[src/rtl/ps2_receiver_pkg.sv]
// Shared constants for the PS/2 receiver: frame geometry, break prefix,
// FSM state encodings and the odd-parity check.
package ps2_receiver_pkg;

    localparam int         PS2_FRAME_LEN = 11;
    localparam logic [7:0] BREAK_PREFIX  = 8'hF0;

    localparam logic [1:0] ST_IDLE   = 2'd0;
    localparam logic [1:0] ST_DATA   = 2'd1;
    localparam logic [1:0] ST_PARITY = 2'd2;
    localparam logic [1:0] ST_STOP   = 2'd3;

    // True when the data bits plus the parity bit hold an odd number of ones.
    function automatic logic odd_parity_ok(input logic [7:0] data, input logic parity);
        return ^{data, parity};
    endfunction

endpackage

[src/rtl/ps2_fifo.sv]
// Byte-wide synchronous FIFO; a push while full is dropped unless a pop
// frees a slot in the same cycle.
module ps2_fifo #(
    parameter int DEPTH = 4
) (
    input  logic       clk,
    input  logic       rst,
    input  logic       push,
    input  logic [7:0] din,
    input  logic       pop,
    output logic [7:0] dout,
    output logic       full,
    output logic       empty
);

    localparam int AW = $clog2(DEPTH);

    logic [7:0]  mem [DEPTH];
    logic [AW:0] wr_ptr;
    logic [AW:0] rd_ptr;
    logic        do_push;
    logic        do_pop;

    // The extra pointer MSB distinguishes full from empty when the indices match.
    assign empty   = (wr_ptr == rd_ptr);
    assign full    = (wr_ptr[AW] != rd_ptr[AW]) && (wr_ptr[AW-1:0] == rd_ptr[AW-1:0]);
    assign do_pop  = pop && !empty;
    assign do_push = push && (!full || do_pop);
    assign dout    = mem[rd_ptr[AW-1:0]];

    always_ff @(posedge clk) begin
        if (rst) begin
            wr_ptr <= '0;
            rd_ptr <= '0;
        end else begin
            if (do_push) begin
                mem[wr_ptr[AW-1:0]] <= din;
                wr_ptr              <= wr_ptr + 1'b1;
            end
            if (do_pop) begin
                rd_ptr <= rd_ptr + 1'b1;
            end
        end
    end

endmodule

[src/rtl/ps2_receiver.sv]
// PS/2 keyboard receiver: pin synchronizer, clock de-glitch filter, frame FSM
// with timeout, and a paced output stage fed from a small scan-code FIFO.
module ps2_receiver
    import ps2_receiver_pkg::*;
#(
    parameter int FILTER_LEN = 4,
    parameter int TIMEOUT    = 50000,
    parameter int FIFO_DEPTH = 4
) (
    input  logic       KCLK,
    input  logic       RST,
    input  logic       PS2_CLK,
    input  logic       PS2_DATA,
    output logic [7:0] KCODE,
    output logic       KCOME,
    output logic       FRAME_ERR,
    output logic       OVERFLOW
);

    localparam int             FCW       = $clog2(FILTER_LEN + 1);
    localparam int             TCW       = $clog2(TIMEOUT);
    localparam int             DATA_BITS = PS2_FRAME_LEN - 3;
    localparam logic [FCW-1:0] FILT_LAST = FCW'(FILTER_LEN - 1);
    localparam logic [TCW-1:0] TO_LAST   = TCW'(TIMEOUT - 1);

    logic           clk_meta, clk_sync, data_meta, data_sync;
    logic           clk_filt;
    logic [FCW-1:0] filt_cnt;
    logic           fall;
    logic [1:0]     state;
    logic [3:0]     bit_cnt;
    logic [7:0]     shift_reg;
    logic           parity_bit;
    logic [TCW-1:0] timeout_cnt;
    logic           timed_out;
    logic           push_good;
    logic           fifo_full, fifo_empty;
    logic [7:0]     fifo_dout;
    logic           pop_req;

    always_ff @(posedge KCLK) begin
        if (RST) begin
            clk_meta  <= 1'b1;
            clk_sync  <= 1'b1;
            data_meta <= 1'b1;
            data_sync <= 1'b1;
        end else begin
            clk_meta  <= PS2_CLK;
            clk_sync  <= clk_meta;
            data_meta <= PS2_DATA;
            data_sync <= data_meta;
        end
    end

    // The filtered clock flips on the FILTER_LEN-th consecutive opposing sample.
    always_ff @(posedge KCLK) begin
        if (RST) begin
            clk_filt <= 1'b1;
            filt_cnt <= '0;
        end else if (clk_sync == clk_filt) begin
            filt_cnt <= '0;
        end else if (filt_cnt == FILT_LAST) begin
            clk_filt <= clk_sync;
            filt_cnt <= '0;
        end else begin
            filt_cnt <= filt_cnt + 1'b1;
        end
    end

    assign fall      = clk_filt && !clk_sync && (filt_cnt == FILT_LAST);
    assign timed_out = (state != ST_IDLE) && !fall && (timeout_cnt == TO_LAST);
    assign push_good = fall && (state == ST_STOP) && data_sync
                       && odd_parity_ok(shift_reg, parity_bit);

    always_ff @(posedge KCLK) begin
        if (RST) begin
            state       <= ST_IDLE;
            bit_cnt     <= '0;
            shift_reg   <= '0;
            parity_bit  <= 1'b0;
            timeout_cnt <= '0;
            FRAME_ERR   <= 1'b0;
        end else begin
            FRAME_ERR <= 1'b0;
            if (state == ST_IDLE || fall) begin
                timeout_cnt <= '0;
            end else begin
                timeout_cnt <= timeout_cnt + 1'b1;
            end

            if (timed_out) begin
                state     <= ST_IDLE;
                FRAME_ERR <= 1'b1;
            end else if (fall) begin
                case (state)
                    ST_IDLE: begin
                        if (!data_sync) begin
                            state   <= ST_DATA;
                            bit_cnt <= '0;
                        end else begin
                            FRAME_ERR <= 1'b1;
                        end
                    end
                    ST_DATA: begin
                        shift_reg <= {data_sync, shift_reg[7:1]};
                        bit_cnt   <= bit_cnt + 1'b1;
                        if (bit_cnt == 4'(DATA_BITS - 1)) begin
                            state <= ST_PARITY;
                        end
                    end
                    ST_PARITY: begin
                        parity_bit <= data_sync;
                        state      <= ST_STOP;
                    end
                    ST_STOP: begin
                        if (!push_good) begin
                            FRAME_ERR <= 1'b1;
                        end
                        state <= ST_IDLE;
                    end
                    default: state <= ST_IDLE;
                endcase
            end
        end
    end

    ps2_fifo #(
        .DEPTH (FIFO_DEPTH)
    ) u_fifo (
        .clk   (KCLK),
        .rst   (RST),
        .push  (push_good),
        .din   (shift_reg),
        .pop   (pop_req),
        .dout  (fifo_dout),
        .full  (fifo_full),
        .empty (fifo_empty)
    );

    // Pops are spaced by at least one idle cycle so KCOME never stays high.
    assign pop_req = !fifo_empty && !KCOME;

    always_ff @(posedge KCLK) begin
        if (RST) begin
            KCODE    <= 8'h00;
            KCOME    <= 1'b0;
            OVERFLOW <= 1'b0;
        end else begin
            KCOME    <= pop_req;
            OVERFLOW <= push_good && fifo_full && !pop_req;
            if (pop_req) begin
                KCODE <= fifo_dout;
            end
        end
    end

endmodule

[config.mk]
export PLATFORM = sky130hd
export DESIGN_NAME = ps2_receiver
export DESIGN_NICKNAME = d
export VERILOG_FILES = /design/src/rtl/ps2_receiver_pkg.sv /design/src/rtl/ps2_fifo.sv /design/src/rtl/ps2_receiver.sv
export SDC_FILE = /design/constraint.sdc
export NUM_CORES = 1
export LEC_CHECK = 0
export BUFFER_PORTS_ARGS = -buffer_cell sky130_fd_sc_hd__buf_2
export CAP_MARGIN = 20
export CORE_MARGIN = 4
export CORE_UTILIZATION = 69
export CTS_BUF_LIST = sky130_fd_sc_hd__clkbuf_4
export DETAILED_ROUTE_END_ITERATION = 8
export MAX_ROUTING_LAYER = met4
export PLACE_DENSITY_LB_ADDON = 0.05
export SLEW_MARGIN = 20
export SYNTH_ARGS = -nofsm -noshare
export SYNTH_HDL_FRONTEND = slang
export SYNTH_HIERARCHICAL = 1
export SYNTH_SLANG_ARGS = --single-unit
[constraint.sdc]
create_clock -name KCLK -period 3.95 [get_ports KCLK]
set_input_delay 0.395 -clock KCLK [delete_from_list [all_inputs] [get_ports KCLK]]
set_output_delay 0.395 -clock KCLK [all_outputs]
set_load 0.05 [all_outputs]
==> metrics.md, run 1 <==
| Metric | Value |
|---|---|
| Run status | `finished clean` |
| HPWL after DPL | `4630 um` |
| Mean Syn Cell Area | `11.5 um^2` |
| Die Y | `83.2 um` |
| Netlist cell types | `54` |
| Synth Register Bits | `90` |
| DRC violations left | `0` |
| Critical path class | `register to register` |
| All-Layer GR Usage | `a little over a fifth` |
| Max cap viols | `0` |
| Most used DFF post-synth | `dfxtp_1` |
| Vias in the first global route | `2446` |
| Combinational share of power | `under 10%` |
| R2R setup slack | `1170 ps` |
| Setup WS post-layout | `1170 ps` |
| Core ar. | `5510 um^2` |
| Reg clk slew, reported paths | `130 ps` |
| DRT iter0 DRCs | `90` |
| Worst setup EP type | `register` |
| Diodes inserted | `0` |
| Reg power frac | `64.0%` |
| Die Footprint | `6920 um^2` |
| Finished Layout Cells | `428` |
| Internal power | `1150 uW` |
| Delay-heaviest family, CP | `simple AND/OR/NAND/NOR gates` |
| Post-CTS Resized | `0` |
| RSZ-0062 raised after global routing | `no` |
| GPL Wtd Cong | `0.815` |
| Slew headroom | `45.1%` |
| Final Power | `roughly 1500 uW` |
| Switching Power | `369 uW` |
| Die Width | `83.2 um` |
| FP Rows | `27` |
| Syn_nets | `357` |
| Initial Utilization | `roughly 71%` |
| Max reg flops | `32` |
| CP required | `approximately 4000 ps` |
| Total number of vias | `approximately 2.5k` |
| Cell Area, Synth | `about 3900 um^2` |
| # port buffers | `14` |
| Setup Fix Bufs, Post-CTS | `0` |
| Max-slew violation count | `0` |
| Fill count | `381` |
| I/O pin cnt | `15` |
| Worst path most repeated cell | `nor2_1` |
| Antenna violations before repair | `0` |
| Final Cycle Share | `between 70% and 80%` |
| Cell Pwr Density | `between 300 and 400 nW/um^2` |
| Sequential element share of the synthesized area | `54.4%` |
| Clock sinks | `90` |
| Post-Synthesis Cells | `around 340` |
| Multi-input gate area | `1660 um^2` |
| Crit path buffers/inverters | `2` |
| DRT Wirelength | `around 6600 um` |
| Critical path launch point type | `register` |
| H-tree levels | `3` |
| Setup Skew | `between 10 and 15 ps` |
| Layout cells sized above 1 | `16.0%` |
| Switching Share | `between 20% and 30%` |
| Worst VDD drop | `277 uV` |
| Crit path cell chain | `xnor2_2 -> nand2_1 -> nor2_1 -> or2_2 -> clkinv_1 -> inv_1 -> a41o_1 -> nor2_1` |
| Post-cts hold buffer count | `0` |
| CP Data Arrival Time | `2820 ps` |
| F_max | `360 MHz` |
| Pre-CTS setup slack | `roughly 1200 ps` |
| Routed vias/inst | `5.75` |
| Largest net degree at the start of global routing | `49` |
| Yosys warning total | `6` |
| CP max stage cell | `nor2_1` |
| CTS tree | `yes` |
| Final core utilization | `75.2%` |
| Post-synth ARST share | `0%` |
| Final hold violation count | `0` |
| Final setup TNS | `0 ps` |
| DRT antenna net count | `0` |
| Post-synth EDFFs | `32` |
| Clock latency at the later pin of the worst-skew pair | `410 ps` |
| Setup-failing EPs final | `0` |
| Clk buf depth | `2` |
| Synth-to-layout area growth | `6.09%` |
| CTS buffer count | `9` |
| Clock power share | `approximately 30%` |
| Slowest cell delay on critical path | `around 600 ps` |
| Post-layout min period | `2780 ps` |
| Placed Instances | `~410` |
| Hold Path Class | `input port to register` |
| Wire length per cell | `15.4 um` |
| Grt total ovfl | `0` |
| Worst Tran Pin Value | `approximately 820 ps` |
| Lkg Pwr | `0.00152 uW` |
| Root Buffer | `clkbuf_4` |
| Storage element area | `2120 um^2` |
| First-pass GRT wire length | `approximately 12000 um` |
| Crit path max fanout | `11` |
| Post-layout net count | `between 300 and 400` |
| TritonRoute pass-1 iters | `4` |
-- layout make-up --
cell class / instances / share of cell area, %
clock buffers: 13 / 2.36
clock inverters: 3 / 0.574
inverters: 15 / 1.36
multi-input cells: 218 / 40.0
flip-flops and latches: 90 / 51.3
well taps: 72 / 2.18
repair buffers: 17 / 2.24
-- cell usage after synthesis, types with 2 or more instances --
cell / number / area share (%)
dfxtp_1: 58 / 30
nor2_1: 35 / 3.4
edfxtp_1: 32 / 25
nand2_1: 29 / 2.8
a21oi_1: 14 / 1.8
ha_1: 14 / 4.5
inv_1: 14 / 1.3
xor2_1: 13 / 2.9
clkbuf_1: 12 / 1.2
mux2i_1: 11 / 2.8
mux4_2: 8 / 4.6
nand3_1: 8 / 1.0
nand4_1: 8 / 1.3
nand2b_1: 7 / 1.1
nor3_1: 6 / 0.77
or2_2: 6 / 0.96
nor2b_1: 5 / 0.80
and2_1: 4 / 0.64
and4_1: 4 / 0.90
xnor2_1: 4 / 0.90
mux2_1: 3 / 0.87
nand3b_1: 3 / 0.58
nor4_1: 3 / 0.48
a221oi_2: 2 / 0.77
and3_1: 2 / 0.32
buf_2: 2 / 0.26
o21ai_0: 2 / 0.26
or3_1: 2 / 0.32
xnor2_2: 2 / 0.83
xnor3_1: 2 / 1.2
-- path summary, 6_finish.rpt --
path,from,to,cells after the start
worst min-delay path,PS2_DATA,data_meta,2
worst max register to register,u_fifo/wr_ptr[1],u_fifo/mem[3][7],8
worst max-delay path,u_fifo/wr_ptr[1],u_fifo/mem[3][7],8
worst min register to register,data_meta,data_sync,1
-- through the flow --
stage / instance area (um^2) / hold WS [ps]
6_report: 4140 / 160
5_1_grt: 4140 / 144
4_1_cts: 4140 / 140
3_5_place_dp: 4020 / 393
3_3_place_gp: 4020 / 393
2_1_floorplan: 3900 / 389
-- power by group through the flow --
stage	registers [uW]	logic [uW]	clock network, uW
after CTS	974	95.0	460
after floorplan	1020	47.7	0
after global routing	976	103	502
after detailed placement	995	94.5	0
after global placement	994	91.9	0
final	974	95.0	452
-- placed cells by master, fill, tap and decap left out, types with 11 or more instances in the layout --
master and count:
a21oi_1 14, edfxtp_1 32, buf_2 14, nand2_1 29, inv_1 14, xor2_1 13, dfxtp_1 58, mux2i_1 11
ha_1 14, nor2_1 35, clkbuf_4 13
-- layer usage --
| layer | GRT usage, % | share of wire [%] | up-vias |
|---|---|---|---|
| li1 | - | - | 1222 |
| met1 | 25.8 | 45 | 1181 |
| met2 | 35.0 | 50 | 45 |
| met3 | 3.77 | 3.3 | 12 |
| met4 | 8.77 | 1.9 | 0 |
| met5 | - | 0 | - |
-- logic make-up (layout without fill, tap and decap cells) --
kind of cell	after synthesis	in the layout	synth area share (%)
muxes	24	24	9.04
AOI/OAI and AO/OA	31	31	6.09
adders and majority gates	14	14	4.49
xor gates and xnor gates	22	22	6.22
buffers and inverters	31	48	3.14
and+or+nand+nor	127	127	16.6
DFF	90	90	54.4
(Power assumes the default switching activity.)
==> run 2, diff against run 1 <==
--- a/config.mk
+++ b/config.mk
@@ -5,10 +5,11 @@
 export SDC_FILE = /design/constraint.sdc
 export NUM_CORES = 1
 export LEC_CHECK = 0
+export ABC_AREA = 1
 export BUFFER_PORTS_ARGS = -buffer_cell sky130_fd_sc_hd__buf_2
 export CAP_MARGIN = 20
 export CORE_MARGIN = 4
-export CORE_UTILIZATION = 69
+export CORE_UTILIZATION = 64
 export CTS_BUF_LIST = sky130_fd_sc_hd__clkbuf_4
 export DETAILED_ROUTE_END_ITERATION = 8
 export MAX_ROUTING_LAYER = met4
==> constraint.sdc (replaced) <==
create_clock -name KCLK -period 2.9 [get_ports KCLK]
set_input_delay 0.29 -clock KCLK [delete_from_list [all_inputs] [get_ports KCLK]]
set_output_delay 0.29 -clock KCLK [all_outputs]
set_load 0.05 [all_outputs]
==> run 2 against run 1 <==
Effect of this change: setup slack got worse by 680 ps; clock power increased by 55%; non-clock buffer count decreased by 1; routed wire length is 5.0% higher; worst hold slack better by 170 ps; die area rose by 9.4%; critical path type unchanged; fmax grew 15%; global-route usage fell by 0.11 points; core utilization decreased by 3.9 points; critical endpoint is now u_fifo/mem[3][1].
==> metrics.md, run 2 <==
| Metric | Value |
|---|---|
| Die Y | `between 80 and 90 um` |
| Total number of vias | `2863` |
| Synth-to-layout area growth | `6.76%` |
| Post-synth ARST share | `0%` |
| Grt total ovfl | `0` |
| Post-layout min period | `2400 ps` |
| CP max stage cell | `nor3b_2` |
| Max cap viols | `0` |
| # port buffers | `14` |
| Critical path class | `register to register` |
| Root Buffer | `clkbuf_4` |
| I/O pin cnt | `15` |
| Most used DFF post-synth | `dfxtp_1` |
| Run status | `finished clean` |
| Largest net degree at the start of global routing | `24` |
| Setup WS post-layout | `497 ps` |
| Post-synth top area share | `29.0%` |
| Critical path launch point type | `register` |
| HPWL after DPL | `4860 um` |
| CTS buffer count | `9` |
| CP required | `2990 ps` |
| RSZ-0062 raised after global routing | `no` |
| Post-synth top cells | `nand2_1, dfxtp_1, inv_1` |
| Post-layout net count | `470` |
| GPL Wtd Cong | `0.795` |
| DRC violations left | `0` |
| CP Data Arrival Time | `2490 ps` |
| Worst Tran Pin Value | `630 ps` |
| Clk buf depth | `2` |
| Worst setup EP type | `register` |
| Syn_nets | `454` |
| Netlist cell types | `42` |
| Die Width | `roughly 87 um` |
| Post-Synthesis Cells | `436` |
| Post-CTS Resized | `0` |
| Vias in the first global route | `2618` |
| CTS tree | `yes` |
| H-tree levels | `3` |
| Delay-heaviest family, CP | `simple AND/OR/NAND/NOR gates` |
| Top-count cell post-synth | `nand2_1` |
| Layout cells sized above 1 | `15.1%` |
| Final setup TNS | `0 ps` |
| Core ar. | `5990 um^2` |
| Lkg Pwr | `0.00165 uW` |
| Final hold violation count | `0` |
| Slowest cell delay on critical path | `550 ps` |
| All-Layer GR Usage | `between 20% and 30%` |
| Setup-failing EPs final | `0` |
| Clock latency at the later pin of the worst-skew pair | `430 ps` |
| Sequential element share of the synthesized area | `53.1%` |
| Crit path max fanout | `8` |
| Area contributors post-synth | `dfxtp_1, edfxtp_1, nand2_1, ha_1, inv_1` |
| Die Footprint | `7580 um^2` |
| Clock sinks | `90` |
| DRT Wirelength | `between 6000 and 7000 um` |
| F_max | `416 MHz` |
| Routed vias/inst | `5.38` |
| DRT antenna net count | `0` |
| Most frequent cells in the layout | `nand2_1, dfxtp_1, inv_1, nor2_1, edfxtp_1` |
| Setup Skew | `around 12 ps` |
| Cell Pwr Density | `475 nW/um^2` |
| Reg clk slew, reported paths | `140 ps` |
| Leading area contributor after synthesis | `dfxtp_1` |
| Diodes inserted | `0` |
| Post-synth EDFFs | `32` |
| TritonRoute pass-1 iters | `4` |
| Cell Area, Synth | `approximately 4000 um^2` |
| Crit path buffers/inverters | `3` |
| Initial Utilization | `between 60% and 70%` |
| Pre-CTS setup slack | `505 ps` |
| Commonest non-fill, non-tap cell in the layout | `nand2_1` |
| First-pass GRT wire length | `11900 um` |
| Antenna violations before repair | `0` |
| Yosys warning total | `6` |
| Worst VDD drop | `approximately 400 uV` |
| Synth Register Bits | `90` |
| Mean Syn Cell Area | `9.17 um^2` |
| Slew headroom | `between 50 and 60%` |
| Crit path cell chain | `inv_1 -> nand2_1 -> nand2_1 -> nand3_2 -> inv_1 -> nor2_1 -> inv_1 -> nand4_2 -> nand2_4 -> nor3b_2` |
| Hold Path Class | `input port to register` |
| FP Rows | `28` |
| DRT iter0 DRCs | `164` |
| Max reg flops | `32` |
| Worst path most repeated cell | `inv_1` |
| Wire length per cell | `13.0 um` |
| Max-slew violation count | `0` |
| Final Cycle Share | `82.9%` |
==> run 2: timing repair <==
item,in CTS,in global routing
buffers inserted,0,0
hold endpoints to repair,1,1
hold buffers,1,1
==> run 2: final cells by class <==
cell class                      count  area [um^2]
Inverter                           51          199
Clock buffer                        9         67.6
Timing Repair Buffer               16         90.1
Clock inverter                      7         75.1
Fill cell                         454         1720
Sequential cell                    90         2120
Multi-Input combinational cell    284         1620
Tap cell                           75         93.8
==> run 2: per-stage QoR <==
step,std cells,util (%),hold slack (ps),total power (uW),area [um^2]
final,532,71.3,331,2030,4270
after global routing,532,71.3,364,2120,4270
after CTS,531,71.1,0.492,2050,4260
after detailed placement,514,68.5,393,1350,4110
after global placement,514,68.5,392,1350,4110
after floorplan,436,-,389,1340,4000
==> run 2: cell families after synthesis <==
logic type      share of synthesized area (%)
buf+inv                                  6.38
flops                                    53.1
simple gates                             21.0
fa+ha+maj                                4.38
xor+xnor                                 2.82
compound gates                           12.4
==> run 2: layer usage <==
metal | part of all wire [%] | track usage [%]
met1 | 47 | 25.9
met2 | 48 | 32.8
met3 | 3.1 | 4.35
met4 | 2.4 | 10.9
met5 | 0 | -
==> run 2: worst register-to-register path, delay by kind of cell (launching register included) <==
kind,cells,cell delay (ps)
AND/OR/NAND/NOR,7,1370
buffers and inverters,3,240
flip-flops,1,440
==> run 2: final timing paths <==
path,from,end,slack (ps),cells after the start
worst max-delay path,u_fifo/wr_ptr[1],u_fifo/mem[3][1],500,10
worst min-delay path,RST,u_fifo/wr_ptr[1],330,2
worst max register to register,u_fifo/wr_ptr[1],u_fifo/mem[3][1],500,10
worst min register to register,clk_meta,clk_sync,420,1
==> run 2: power by group <==
group          leakage [uW]  internal (uW)  switching [uW]
Combinational      0.000766           7.94            16.6
Clock             0.0000710            269             433
Sequential         0.000812           1300            1.12
Total               0.00165           1580             451
==> run 3, diff against run 2 <==
--- a/config.mk
+++ b/config.mk
@@ -5,11 +5,11 @@
 export SDC_FILE = /design/constraint.sdc
 export NUM_CORES = 1
 export LEC_CHECK = 0
-export ABC_AREA = 1
+export ABC_AREA = 0
 export BUFFER_PORTS_ARGS = -buffer_cell sky130_fd_sc_hd__buf_2
 export CAP_MARGIN = 20
 export CORE_MARGIN = 4
-export CORE_UTILIZATION = 64
+export CORE_UTILIZATION = 57
 export CTS_BUF_LIST = sky130_fd_sc_hd__clkbuf_4
 export DETAILED_ROUTE_END_ITERATION = 8
 export MAX_ROUTING_LAYER = met4
==> constraint.sdc (replaced) <==
create_clock -name KCLK -period 2.1 [get_ports KCLK]
set_input_delay 0.21 -clock KCLK [delete_from_list [all_inputs] [get_ports KCLK]]
set_output_delay 0.21 -clock KCLK [all_outputs]
set_load 0.05 [all_outputs]
==> run 3 against run 2 <==
Effect of this change: non-clock buffer count grew 26; sequential cell count is the same; clock-buffer cell count grew 1; sequential power grew 41%; total power grew 48%; global-route usage shrank 2.8 points; critical path depth shrank 2; combinational power grew to 9.1 times the previous value; critical endpoint is now u_fifo/mem[0][2]; largest power group unchanged.
==> metrics.md, run 3 (synthesis gave the netlist of run 1 again) <==
| Metric | Value |
|---|---|
| Delay-heaviest family, CP | `simple AND/OR/NAND/NOR gates` |
| Post-layout min period | `approximately 2000 ps` |
| Cell Pwr Density | `671 nW/um^2` |
| All-Layer GR Usage | `a little under a fifth` |
| Worst r2r path cells | `8` |
| Slowest cell delay on critical path | `350 ps` |
| Worst Tran Pin Value | `598 ps` |
| Run status | `finished clean` |
| Die Y | `90.7 um` |
| Final Cycle Share | `96.2%` |
| Largest net degree at the start of global routing | `31` |
| Max reg flops | `32` |
| Critical path class | `register to register` |
| Lkg Pwr | `0.00170 uW` |
| Clk buf depth | `2` |
| Worst setup path startpoint | `filt_cnt[0]` |
| DRT antenna net count | `0` |
| CTS tree | `yes` |
| Total number of vias | `2543` |
| Diodes inserted | `0` |
| Clock latency at the later pin of the worst-skew pair | `420 ps` |
| CTS buffer count | `9` |
| Synth-to-layout area growth | `14.6%` |
| CP required | `2240 ps` |
| Post-layout net count | `394` |
| F_max | `495 MHz` |
| Worst setup EP type | `register` |
| CP Data Arrival Time | `2160 ps` |
| Total stage count of the critical path | `8` |
| Commonest non-fill, non-tap cell in the layout | `dfxtp_1` |
| R2R setup slack | `80 ps` |
| Routed vias/inst | `between 5 and 6` |
| Final hold slack | `around 170 ps` |
| Antenna violations before repair | `0` |
| Design Area, Final | `approximately 4500 um^2` |
| FP Rows | `29` |
| DRC violations left | `0` |
| Slew headroom | `60.1%` |
| Crit path buffers/inverters | `2` |
| Vias in the first global route | `2402` |
| Max-slew violation count | `0` |
| RSZ-0062 raised after global routing | `no` |
| I/O pin cnt | `15` |
| Final hold violation count | `0` |
| DRT iter0 DRCs | `99` |
| TritonRoute pass-1 iters | `4` |
| GPL Wtd Cong | `0.760` |
| Layout cells sized above 1 | `23.4%` |
| Core ar. | `6490 um^2` |
| CP max stage cell | `dfxtp_2` |
| Worst VDD drop | `359 uV` |
| Final Power | `3000 uW` |
| Die Width | `90.7 um` |
| R2R Path Start | `filt_cnt[0]` |
| DRT Wirelength | `6920 um` |
| H-tree levels | `3` |
| Most frequent cells in the layout | `dfxtp_1, nor2_1, edfxtp_1, nand2_1, buf_4` |
| First-pass GRT wire length | `about 12000 um` |
| Reg clk slew, reported paths | `130 ps` |
| Crit path cell chain | `ha_1 -> ha_2 -> nand4_1 -> or2_4 -> mux2i_4 -> inv_4 -> nor3_4 -> buf_12` |
| Setup-failing EPs final | `0` |
| Die Footprint | `roughly 8000 um^2` |
| Crit path max fanout | `8` |
| Wire length per cell | `15.1 um` |
| # port buffers | `14` |
| Root Buffer | `clkbuf_4` |
| Clock sinks | `90` |
| End of the critical path | `u_fifo/mem[0][2]` |
| Setup Skew | `~15 ps` |
| Max cap viols | `0` |
| Hold Path Class | `input port to register` |
| Setup Fix Bufs, Post-CTS | `0` |
| HPWL after DPL | `4940 um` |
| Placed Area | `around 4300 um^2` |
| Worst R2R End | `u_fifo/mem[0][2]` |
| Critical path launch point type | `register` |
| Grt total ovfl | `0` |
| Initial Utilization | `about 60%` |
[run 3: cell types whose count changed in the layout (fill, tap and decap cells not counted), moves of 10 or more]
| cell | change |
|---|---|
| o21ai_0 | -24 |
| nand2_1 | -50 |
| nand3_1 | -10 |
| mux2i_1 | +11 |
| buf_4 | +23 |
| a21oi_1 | -12 |
| inv_1 | -30 |
[run 3: power breakdown]
part,switching (uW),internal [uW]
Combinational,149,73.8
Clock,571,379
Sequential,13.4,1810
Total,733,2270
[run 3: final cells by class]
type | count | area [um^2]
Sequential cell | 90 | 2120
Fill cell | 496 | 2020
Multi-Input combinational cell | 218 | 1730
Timing Repair Buffer | 42 | 323
Tap cell | 77 | 96.3
Clock buffer | 10 | 75.1
Clock inverter | 6 | 67.6
Inverter | 15 | 58.8
[run 3: worst min path at each step]
stage | end | slack (ps) | cells past startpoint | start
after floorplan | clk_meta | 310 | 1 | PS2_CLK
after global placement | data_sync | 390 | 1 | data_meta
after detailed placement | data_meta | 400 | 2 | PS2_DATA
after CTS | KCOME | 150 | 2 | RST
after global routing | KCOME | 190 | 2 | RST
final | KCOME | 170 | 2 | RST
[run 3: routing by layer]
layer,global-route usage [%],vias up,wire length [um]
li1,-,1267,-
met1,24.3,1231,3300
met2,28.0,38,3330
met3,3.08,7,215
met4,7.40,0,82
met5,-,-,0
[run 3: stage by stage]
| stage | std cells | setup WS, ps | TNS (ps) | util (%) |
|---|---|---|---|---|
| global placement | 440 | 8.91 | 0 | 65.9 |
| detailed placement | 440 | -39.8 | -603 | 65.9 |
| global route | 458 | 10.4 | 0 | 68.9 |
| finish | 458 | 80.6 | 0 | 68.9 |
| floorplan | 339 | -11.1 | -266 | - |
| CTS | 458 | 4.54 | 0 | 68.6 |
[run 3: what timing repair did]
action                     4_1_cts  5_1_grt
hold buffers                     2        0
hold endpoints to repair         2        0
setup endpoints to repair       32       32
resized for setup                1        5
cloned                           0        0
pin swaps                        0        1
